<file path="config.mk">
export PLATFORM = sky130hd
export DESIGN_NAME = mem_stage
export DESIGN_NICKNAME = d
export VERILOG_FILES = /design/src/rtl/mem_stage_pkg.sv /design/src/rtl/mem_stage_load_align.sv /design/src/rtl/mem_stage.sv
export SDC_FILE = /design/constraint.sdc
export NUM_CORES = 1
export LEC_CHECK = 0
export BUFFER_PORTS_ARGS = -buffer_cell sky130_fd_sc_hd__clkbuf_2
export CAP_MARGIN = 10
export CELL_PAD_IN_SITES_DETAIL_PLACEMENT = 0
export CELL_PAD_IN_SITES_GLOBAL_PLACEMENT = 1
export CORE_ASPECT_RATIO = 1.2
export CORE_UTILIZATION = 34
export DETAILED_ROUTE_END_ITERATION = 10
export PLACE_DENSITY = 0.75
export SLEW_MARGIN = 20
export SYNTH_ARGS = -nofsm -noshare
export SYNTH_HDL_FRONTEND = slang
export SYNTH_SLANG_ARGS = --single-unit
</file>
<file path="constraint.sdc">
create_clock -name clk -period 1.8 [get_ports clk]
set_input_delay 0.27 -clock clk [delete_from_list [all_inputs] [get_ports clk]]
set_output_delay 0.27 -clock clk [all_outputs]
set_load 0.01 [all_outputs]
</file>
<file path="src/rtl/mem_stage_pkg.sv">
// Shared widths, load-type encodings and bus payload layouts for the memory stage.
package mem_stage_pkg;

  localparam int unsigned ES_TO_MS_BUS_WD = 74;
  localparam int unsigned MS_TO_WS_BUS_WD = 70;
  localparam int unsigned MS_FWD_BUS_WD   = 40;

  typedef enum logic [2:0] {
    MEM_W  = 3'b000,
    MEM_B  = 3'b001,
    MEM_H  = 3'b010,
    MEM_BU = 3'b101,
    MEM_HU = 3'b110
  } mem_type_e;

  typedef struct packed {
    mem_type_e   mem_type;
    logic        res_from_mem;
    logic        gr_we;
    logic [4:0]  dest;
    logic [31:0] alu_result;
    logic [31:0] pc;
  } es_to_ms_bus_t;

  typedef struct packed {
    logic        gr_we;
    logic [4:0]  dest;
    logic [31:0] final_result;
    logic [31:0] pc;
  } ms_to_ws_bus_t;

  typedef struct packed {
    logic        fwd_valid;
    logic        fwd_load_pending;
    logic        gr_we;
    logic [4:0]  dest;
    logic [31:0] result;
  } ms_fwd_bus_t;

endpackage

</file>
<file path="src/rtl/mem_stage_load_align.sv">
// Picks the addressed byte/halfword/word out of load data and sign- or zero-extends it.
module mem_stage_load_align
  import mem_stage_pkg::*;
(
  input  mem_type_e   mem_type,
  input  logic [1:0]  addr_lo,
  input  logic [31:0] rdata,
  output logic [31:0] data
);

  logic [7:0]  ld_byte;
  logic [15:0] ld_half;
  logic        sext;

  always_comb begin
    ld_byte = rdata[7:0];
    case (addr_lo)
      2'd1:    ld_byte = rdata[15:8];
      2'd2:    ld_byte = rdata[23:16];
      2'd3:    ld_byte = rdata[31:24];
      default: ld_byte = rdata[7:0];
    endcase
    // a[0] deliberately ignored for halfwords: misalignment is not trapped here
    ld_half = addr_lo[1] ? rdata[31:16] : rdata[15:0];
    sext    = (mem_type == MEM_B) || (mem_type == MEM_H);
    case (mem_type)
      MEM_B, MEM_BU: data = {{24{sext & ld_byte[7]}}, ld_byte};
      MEM_H, MEM_HU: data = {{16{sext & ld_half[15]}}, ld_half};
      default:       data = rdata;
    endcase
  end

endmodule

</file>
<file path="src/rtl/mem_stage.sv">
// Memory pipeline stage: latches execute results, waits for load data, aligns it and hands off to writeback.
// Optional decode forwarding is enabled with `define MS_FWD_EN.
module mem_stage
  import mem_stage_pkg::*;
(
  input  logic                       clk,
  input  logic                       resetn,
  input  logic                       ws_allowin,
  output logic                       ms_allowin,
  input  logic                       es_to_ms_valid,
  input  logic [ES_TO_MS_BUS_WD-1:0] es_to_ms_bus,
  output logic                       ms_to_ws_valid,
  output logic [MS_TO_WS_BUS_WD-1:0] ms_to_ws_bus,
  input  logic                       data_sram_data_ok,
  input  logic [31:0]                data_sram_rdata,
  output logic [MS_FWD_BUS_WD-1:0]   ms_to_ds_fwd
);

  logic          ms_valid;
  logic          buf_valid;
  logic [31:0]   rdata_buf;
  es_to_ms_bus_t bus_r;

  logic          ms_ready_go;
  logic [31:0]   load_raw;
  logic [31:0]   load_data;
  logic [31:0]   final_result;
  ms_to_ws_bus_t ws_bus;

  assign ms_ready_go    = !bus_r.res_from_mem || buf_valid || data_sram_data_ok;
  assign ms_allowin     = !ms_valid || (ms_ready_go && ws_allowin);
  assign ms_to_ws_valid = ms_valid && ms_ready_go;

  // Pipeline register and handshake.
  always_ff @(posedge clk or negedge resetn) begin
    if (!resetn) begin
      ms_valid <= 1'b0;
      bus_r    <= es_to_ms_bus_t'(ES_TO_MS_BUS_WD'(0));
    end else if (ms_allowin) begin
      ms_valid <= es_to_ms_valid;
      if (es_to_ms_valid) begin
        bus_r <= es_to_ms_bus_t'(es_to_ms_bus);
      end
    end
  end

  // Holds load data that arrives while writeback is stalled.
  always_ff @(posedge clk or negedge resetn) begin
    if (!resetn) begin
      buf_valid <= 1'b0;
      rdata_buf <= 32'h0;
    end else if (ms_to_ws_valid && ws_allowin) begin
      buf_valid <= 1'b0;
    end else if (ms_valid && bus_r.res_from_mem && !buf_valid && data_sram_data_ok) begin
      buf_valid <= 1'b1;
      rdata_buf <= data_sram_rdata;
    end
  end

  assign load_raw = buf_valid ? rdata_buf : data_sram_rdata;

  mem_stage_load_align u_load_align (
    .mem_type (bus_r.mem_type),
    .addr_lo  (bus_r.alu_result[1:0]),
    .rdata    (load_raw),
    .data     (load_data)
  );

  assign final_result = bus_r.res_from_mem ? load_data : bus_r.alu_result;

  always_comb begin
    ws_bus              = '0;
    ws_bus.gr_we        = bus_r.gr_we;
    ws_bus.dest         = bus_r.dest;
    ws_bus.final_result = final_result;
    ws_bus.pc           = bus_r.pc;
  end

  assign ms_to_ws_bus = ws_bus;

`ifdef MS_FWD_EN
  ms_fwd_bus_t fwd;

  always_comb begin
    fwd                  = '0;
    fwd.fwd_valid        = ms_valid;
    fwd.fwd_load_pending = ms_valid && bus_r.res_from_mem && !ms_ready_go;
    fwd.gr_we            = bus_r.gr_we;
    fwd.dest             = bus_r.dest;
    fwd.result           = final_result;
  end

  assign ms_to_ds_fwd = fwd;
`else
  assign ms_to_ds_fwd = MS_FWD_BUS_WD'(0);
`endif

endmodule

</file>
==> flow_summary.json, run 1 <==
{
  "outcome": "complete, but fails checks",
  "violations": "negative setup slack",
  "yosys_register_bits": 108,
  "rows": 52,
  "worstHoldStart": "es_to_ms_bus[1]",
  "synth_seq_area_share_pct": 45.71,
  "cts_max_level": 3,
  "fin_crit_sh_pct": 134.0,
  "cp_max_fo": 7,
  "root_buffer": "clkbuf_16",
  "drc_errors": 0,
  "fmax_ghz": 0.4147,
  "synth_area_per_cell_um2": 11.50,
  "placed_cells": 894,
  "fin_nets": 811,
  "end_kind": "output port",
  "cts_buffers": 9,
  "fin_crit_ns": 2.412,
  "slowest_stage": "dfrtp_2",
  "relSlewSlack_pct": 65.79,
  "drive_above_1_share_pct": 59.86,
  "p_total_mw": 9.890,
  "dpl.hpwl_mm": 11.94,
  "post_dp_cell_area_mm2": 0.007052,
  "synthTopCellsByArea": "dfrtp_1 46%, mux2_2 22%, buf_4 11%",
  "min_delay_path_depth": 2,
  "rsz0062_at_grt": "yes",
  "synth_top_area_share_pct": 45.71,
  "setup_viol": 53,
  "worstMarginPinSlew_ns": 0.5131,
  "synth_area_mm2": 0.005912,
  "synth_most_common_cell": "mux2_2",
  "portBuffers": 182,
  "die_w_um": 122.4,
  "async_flop_share_pct": 100.0,
  "irDropWorstVdd_mv": 0.4968,
  "wl_mm": 15.84,
  "antenna_found_initial": 0,
  "ys_warn_count": 0,
  "antenna_left": 0,
  "arrival_ns": 2.14,
  "grt_max_degree": 50,
  "synth_common_cells": "118 x mux2_2, 108 x dfrtp_1, 87 x buf_4, 36 x nor2_1, 33 x a31oi_1",
  "max_cap_violations": 0,
  "rrSetupSlack_ns": -0.01,
  "synth_top_area_cell": "dfrtp_1",
  "r2r_cells": 6,
  "r2r-start": "buf_valid",
  "grt_pass1_vias": 4585,
  "grt-ovfl-total": 0,
  "gp_congestion": 0.8953,
  "worstHoldEndpoint": "ms_to_ws_bus[1]",
  "grt_util_all_layers_pct": 17.99,
  "path_cells": "buf_4 > clkbuf_16 > mux2i_1 > buf_4 > or3_1 > a31oi_1 > buf_2",
  "grt_first_pass_wirelength_mm": 24.32,
  "ys.flop_type": "dfrtp_1",
  "synthCells": 514,
  "start_util_pct": 34.95,
  "fin_worst_skew_ns": 0.008470,
  "instances_no_fill": 921,
  "critPathKind": "reg2out",
  "startpoint_type": "flop",
  "synth_cell_types": 40,
  "cts_tree": "done",
  "fill_cells": 1580,
  "drtIter0Drc": 106,
  "crit_cells": 7,
  "die_y_um": 146.5,
  "dieArea_mm2": 0.01792,
  "first_pass_iters": 4,
  "clk_pin_slew_ns": 0.07,
  "dp_slack_ns": -0.4343,
  "slew_violations": 0,
  "rr_endpoint": "ms_to_ws_bus[3]",
  "hold_path.class": "in2reg",
  "powerDensity_mw_per_mm2": 1266,
  "critPathMaxStageDelay_ns": 0.45,
  "path_buf_inv": 4,
  "cpLargestDelayFamily": "buffers and inverters",
  "diodes": 0,
  "clock_latency_ns": 0.35,
  "stdcell_area_mm2": 0.007814,
  "area_growth_pct": 32.17,
  "synth_edf_count": 0,
  "worst_path_most_repeated_cell": "buf_4",
  "required_ns": 1.53,
  "avgViaCountPerCell": 4.848,
  "wl_per_cell_um": 17.20,
  "worst_slack_ns": -0.6115,
  "hold_viol_final": 0,
  "final_util_pct": 46.19,
  "cts_buffer_depth": 2,
  "p_leak_nw": 3.616,
  "ioPinCount": 223,
  "clock-sinks": 108,
  "dr_total_vias": 4465,
  "coreArea_mm2": 0.01692
}
[where the power goes]
| group | internal [mW] | switching, mW | total (mW) | leakage [nW] |
|---|---|---|---|---|
| clock | 1.41 | 0.906 | 2.31 | 0.170 |
| sequential | 3.14 | 0.412 | 3.55 | 1.27 |
| combinational | 2.07 | 1.96 | 4.02 | 2.18 |
| total | 6.62 | 3.27 | 9.89 | 3.62 |
[registers in the layout, indices dropped and copies added (netlist names)]
| register | flops |
|---|---|
| buf_valid | 1 |
| ms_to_ws_bus | 38 |
| rdata_buf | 32 |
| ms_valid | 1 |
| bus_r | 36 |
[final cells by class]
cell class / count / area (um2) / share of cell area (%)
multi-input cells: 333 / 2865 / 36.67
flip-flops and latches: 108 / 2706 / 34.64
repair buffers: 246 / 1614 / 20.66
well taps: 216 / 270.3 / 3.459
clock buffers: 11 / 242.7 / 3.106
clock inverters: 5 / 107.6 / 1.377
inverters: 2 / 7.507 / 0.09608
[placed cells by master (no fill, tap or decap), drive strengths merged, types with 2 or more instances in the layout]
cell / instances
dfrtp: 108
buf: 69
clkbuf: 185
nor2: 36
nand3: 4
a21oi: 3
nor4: 2
inv: 3
mux2i: 21
a2bb2oi: 3
nand2: 22
a22o: 2
bufbuf: 2
mux2: 118
or2: 2
nand2b: 2
nor2b: 3
a41oi: 3
a31oi: 34
nand3b: 2
o21ai: 8
and3b: 2
conb: 40
or3: 9
o2111ai: 5
nor3b: 2
bufinv: 3
[routing by layer]
| metal | global-route usage [%] | up-vias | share of wire (%) |
|---|---|---|---|
| met5 | 0 | - | 0 |
| met4 | 6.280 | 0 | 2.3 |
| met3 | 4.922 | 22 | 6.4 |
| met2 | 31.18 | 176 | 51 |
| met1 | 20.99 | 2180 | 40 |
| li1 | - | 2087 | - |
[logic make-up after synthesis]
| group | share of synthesized area (%) |
|---|---|
| muxes | 26.41 |
| buffers and inverters | 13.02 |
| DFF | 45.71 |
| and+or+nand+nor | 7.153 |
| AOI/OAI and AO/OA | 7.640 |
| other | 0.06343 |
[worst max-delay path by stage]
stage                     slack, ns  startpoint                to
final                         -0.61   buf_valid  ms_to_ws_bus[61]
after floorplan               -0.09   buf_valid  ms_to_ws_bus[52]
after global routing          -0.71   buf_valid  ms_to_ws_bus[62]
after detailed placement      -0.43   buf_valid  ms_to_ws_bus[44]
after global placement        -0.38   buf_valid  ms_to_ws_bus[41]
after CTS                     -0.63   buf_valid  ms_to_ws_bus[54]
[per-stage QoR]
step,TNS (ns),hold WS (ns)
after CTS,-19.98,0.1294
after detailed placement,-21.28,0.2367
after global placement,-15.13,0.2380
after floorplan,-1.320,-0.02559
final,-17.44,0.1401
after global routing,-28.20,0.1335
[repair_timing]
action | CTS | global route
endpoints found under the hold margin | 27 | 0
setup buffers | 3 | 4
hold buffers | 1 | 0
gates resized for setup | 21 | 33
pin swaps | 2 | 4
gates cloned | 2 | 2
setup endpoints to repair | 108 | 108
(Power assumes the default switching activity.)
==> run 2: changes to the inputs <==
--- a/config.mk
+++ b/config.mk
@@ -8,11 +8,12 @@
 export BUFFER_PORTS_ARGS = -buffer_cell sky130_fd_sc_hd__clkbuf_2
 export CAP_MARGIN = 10
 export CELL_PAD_IN_SITES_DETAIL_PLACEMENT = 0
-export CELL_PAD_IN_SITES_GLOBAL_PLACEMENT = 1
+export CELL_PAD_IN_SITES_GLOBAL_PLACEMENT = 2
 export CORE_ASPECT_RATIO = 1.2
-export CORE_UTILIZATION = 34
+export CORE_UTILIZATION = 28
 export DETAILED_ROUTE_END_ITERATION = 10
-export PLACE_DENSITY = 0.75
+export MAX_ROUTING_LAYER = met4
+export PLACE_DENSITY = 0.76
 export SLEW_MARGIN = 20
 export SYNTH_ARGS = -nofsm -noshare
 export SYNTH_HDL_FRONTEND = slang
==> flow_summary.json, run 2 (synthesis results as in run 1) <==
{
  "outcome": "complete, but fails checks",
  "violations": "negative hold slack, negative setup slack",
  "p_int_mw": 6.222,
  "fmax_ghz": 0.4223,
  "fin_crit_ns": 2.368,
  "seq_area_mm2": 0.002706,
  "cts_buffers": 9,
  "relSlewSlack_pct": 57.11,
  "rsz0062_at_grt": "yes",
  "avgViaCountPerCell": 4.514,
  "cpLargestDelayFamily": "buffers and inverters",
  "layout_common_cells": "156 x clkbuf_2, 118 x mux2_2, 105 x dfrtp_1",
  "p_clk_share_pct": 21.6,
  "gp_congestion": 0.8663,
  "wl_mm": 16.81,
  "end_kind": "output port",
  "wl_per_cell_um": 17.46,
  "portBuffers": 182,
  "drtIter0Drc": 113,
  "path_buf_inv": 4,
  "hold_path.class": "in2async",
  "worst_path_most_repeated_cell": "buf_4",
  "grt_util_all_layers_pct": 15.72,
  "coreArea_mm2": 0.02047,
  "fin_setup_tns_ns": -17.42,
  "rrSetupSlack_ns": -0.03,
  "first_pass_iters": 4,
  "setup_viol": 77,
  "startpoint_type": "flop",
  "netSwitchingPower_mw": 3.250,
  "seqPwrFrac_pct": 37.7,
  "die_y_um": 161.2,
  "arrival_ns": 2.10,
  "switching_share_pct": 34.31,
  "hold_slack_ns": -0.05309,
  "grt_max_degree": 109,
  "grt_pass1_vias": 4525,
  "clk_pin_slew_ns": 0.08,
  "p_total_mw": 9.472,
  "rr_endpoint": "ms_to_ws_bus[30]",
  "critPathKind": "reg2out",
  "worstMarginPinSlew_ns": 0.6433,
  "fin_worst_skew_ns": 0.005267,
  "path_cells": "buf_4 > mux2i_2 > a22oi_2 > buf_4 > a31oi_4 > buf_12 > a31oi_1 > buf_2",
  "area_growth_pct": 30.48,
  "slew_violations": 0,
  "pwr-share-comb_pct": 40.6,
  "dieArea_mm2": 0.02170,
  "antenna_found_initial": 1,
  "r2r-start": "buf_valid",
  "grt-ovfl-total": 0,
  "slowest_stage": "dfrtp_2",
  "drive_above_1_share_pct": 58.54,
  "critPathMaxStageDelay_ns": 0.46,
  "powerDensity_mw_per_mm2": 1228,
  "required_ns": 1.53,
  "final_util_pct": 37.69,
  "p_leak_nw": 3.533,
  "hold_viol_final": 32,
  "ioPinCount": 223,
  "r2r_cells": 7,
  "grt_first_pass_wirelength_mm": 25.04,
  "fin_crit_sh_pct": 131.6,
  "layout_commonest_cell": "clkbuf_2",
  "cts_buffer_depth": 2,
  "start_util_pct": 28.88,
  "fill_cells": 2036,
  "irDropWorstVdd_mv": 0.4800,
  "fin_nets": 803,
  "root_buffer": "clkbuf_16",
  "worst_slack_ns": -0.5681,
  "dpl.hpwl_mm": 12.41,
  "drc_errors": 0,
  "dr_total_vias": 4347,
  "cts_max_level": 3,
  "max_cap_violations": 0,
  "cp_max_fo": 16,
  "die_w_um": 134.6,
  "clock-sinks": 108,
  "clock_latency_ns": 0.35,
  "antenna_left": 0,
  "multiInputGateArea_mm2": 0.002790,
  "stdcell_area_mm2": 0.007714,
  "rows": 57,
  "cts_tree": "done",
  "post_dp_cell_area_mm2": 0.007062,
  "largest_register_ffs": 38
}
==> run 2: cell types whose count changed in the layout (fill, tap and decap cells not counted), sizes merged <==
cell	before	now
buf	69	80
bufbuf	2	0
bufinv	3	1
clkbuf	185	167
clkinvlp	0	3
diode	0	1
dlygate4sd3	1	0
inv	3	4
==> run 2: worst max-delay path by stage <==
stage | end | slack (ns) | start | cells after the start
after floorplan | ms_to_ws_bus[52] | -0.09 | buf_valid | 6
after global placement | ms_to_ws_bus[35] | -0.24 | bus_r[72] | 7
after detailed placement | ms_to_ws_bus[35] | -0.24 | bus_r[72] | 7
after CTS | ms_to_ws_bus[55] | -0.57 | buf_valid | 6
after global routing | ms_to_ws_bus[59] | -0.67 | buf_valid | 8
final | ms_to_ws_bus[60] | -0.57 | buf_valid | 8
==> run 2: area by class of cell <==
type	count	area share, %
Timing Repair Buffer	238	20.42
Antenna cell	1	0.03244
Multi-Input combinational cell	333	36.17
Clock buffer	9	2.920
Tap cell	265	4.298
Inverter	2	0.09732
Sequential cell	108	35.09
Clock inverter	7	0.9732
==> run 2: routing by layer <==
metal | GRT usage (%) | part of all wire [%]
met5 | - | 0
met4 | 5.158 | 1.4
met3 | 3.704 | 6.4
met2 | 26.41 | 50
met1 | 18.38 | 42
==> run 2: metrics by stage <==
step	setup slack [ns]	cells	hold slack [ns]
final	-0.5681	963	-0.05309
after global routing	-0.6706	963	0.02387
after CTS	-0.5739	957	0.01766
after detailed placement	-0.2355	936	0.4087
after global placement	-0.2393	936	0.3945
after floorplan	-0.09033	553	-0.02559
==> run 2: power groups by stage <==
stage / clock, mW / combinational [mW] / sequential [mW]
4_1_cts: 2.13 / 3.75 / 3.56
6_report: 2.05 / 3.85 / 3.58
2_1_floorplan: 0 / 2.51 / 3.44
3_5_place_dp: 0 / 3.61 / 3.59
3_3_place_gp: 0 / 3.55 / 3.55
5_1_grt: 2.22 / 4.18 / 3.67
==> run 2: what timing repair did <==
| action | in CTS | in global routing |
|---|---|---|
| endpoints found under the setup margin | 140 | 134 |
| hold buffers | 0 | 0 |
| buffers inserted | 3 | 2 |
| gates cloned | 2 | 3 |
| endpoints found under the hold margin | 0 | 0 |
| resized for setup | 19 | 46 |
| pin swaps | 2 | 2 |
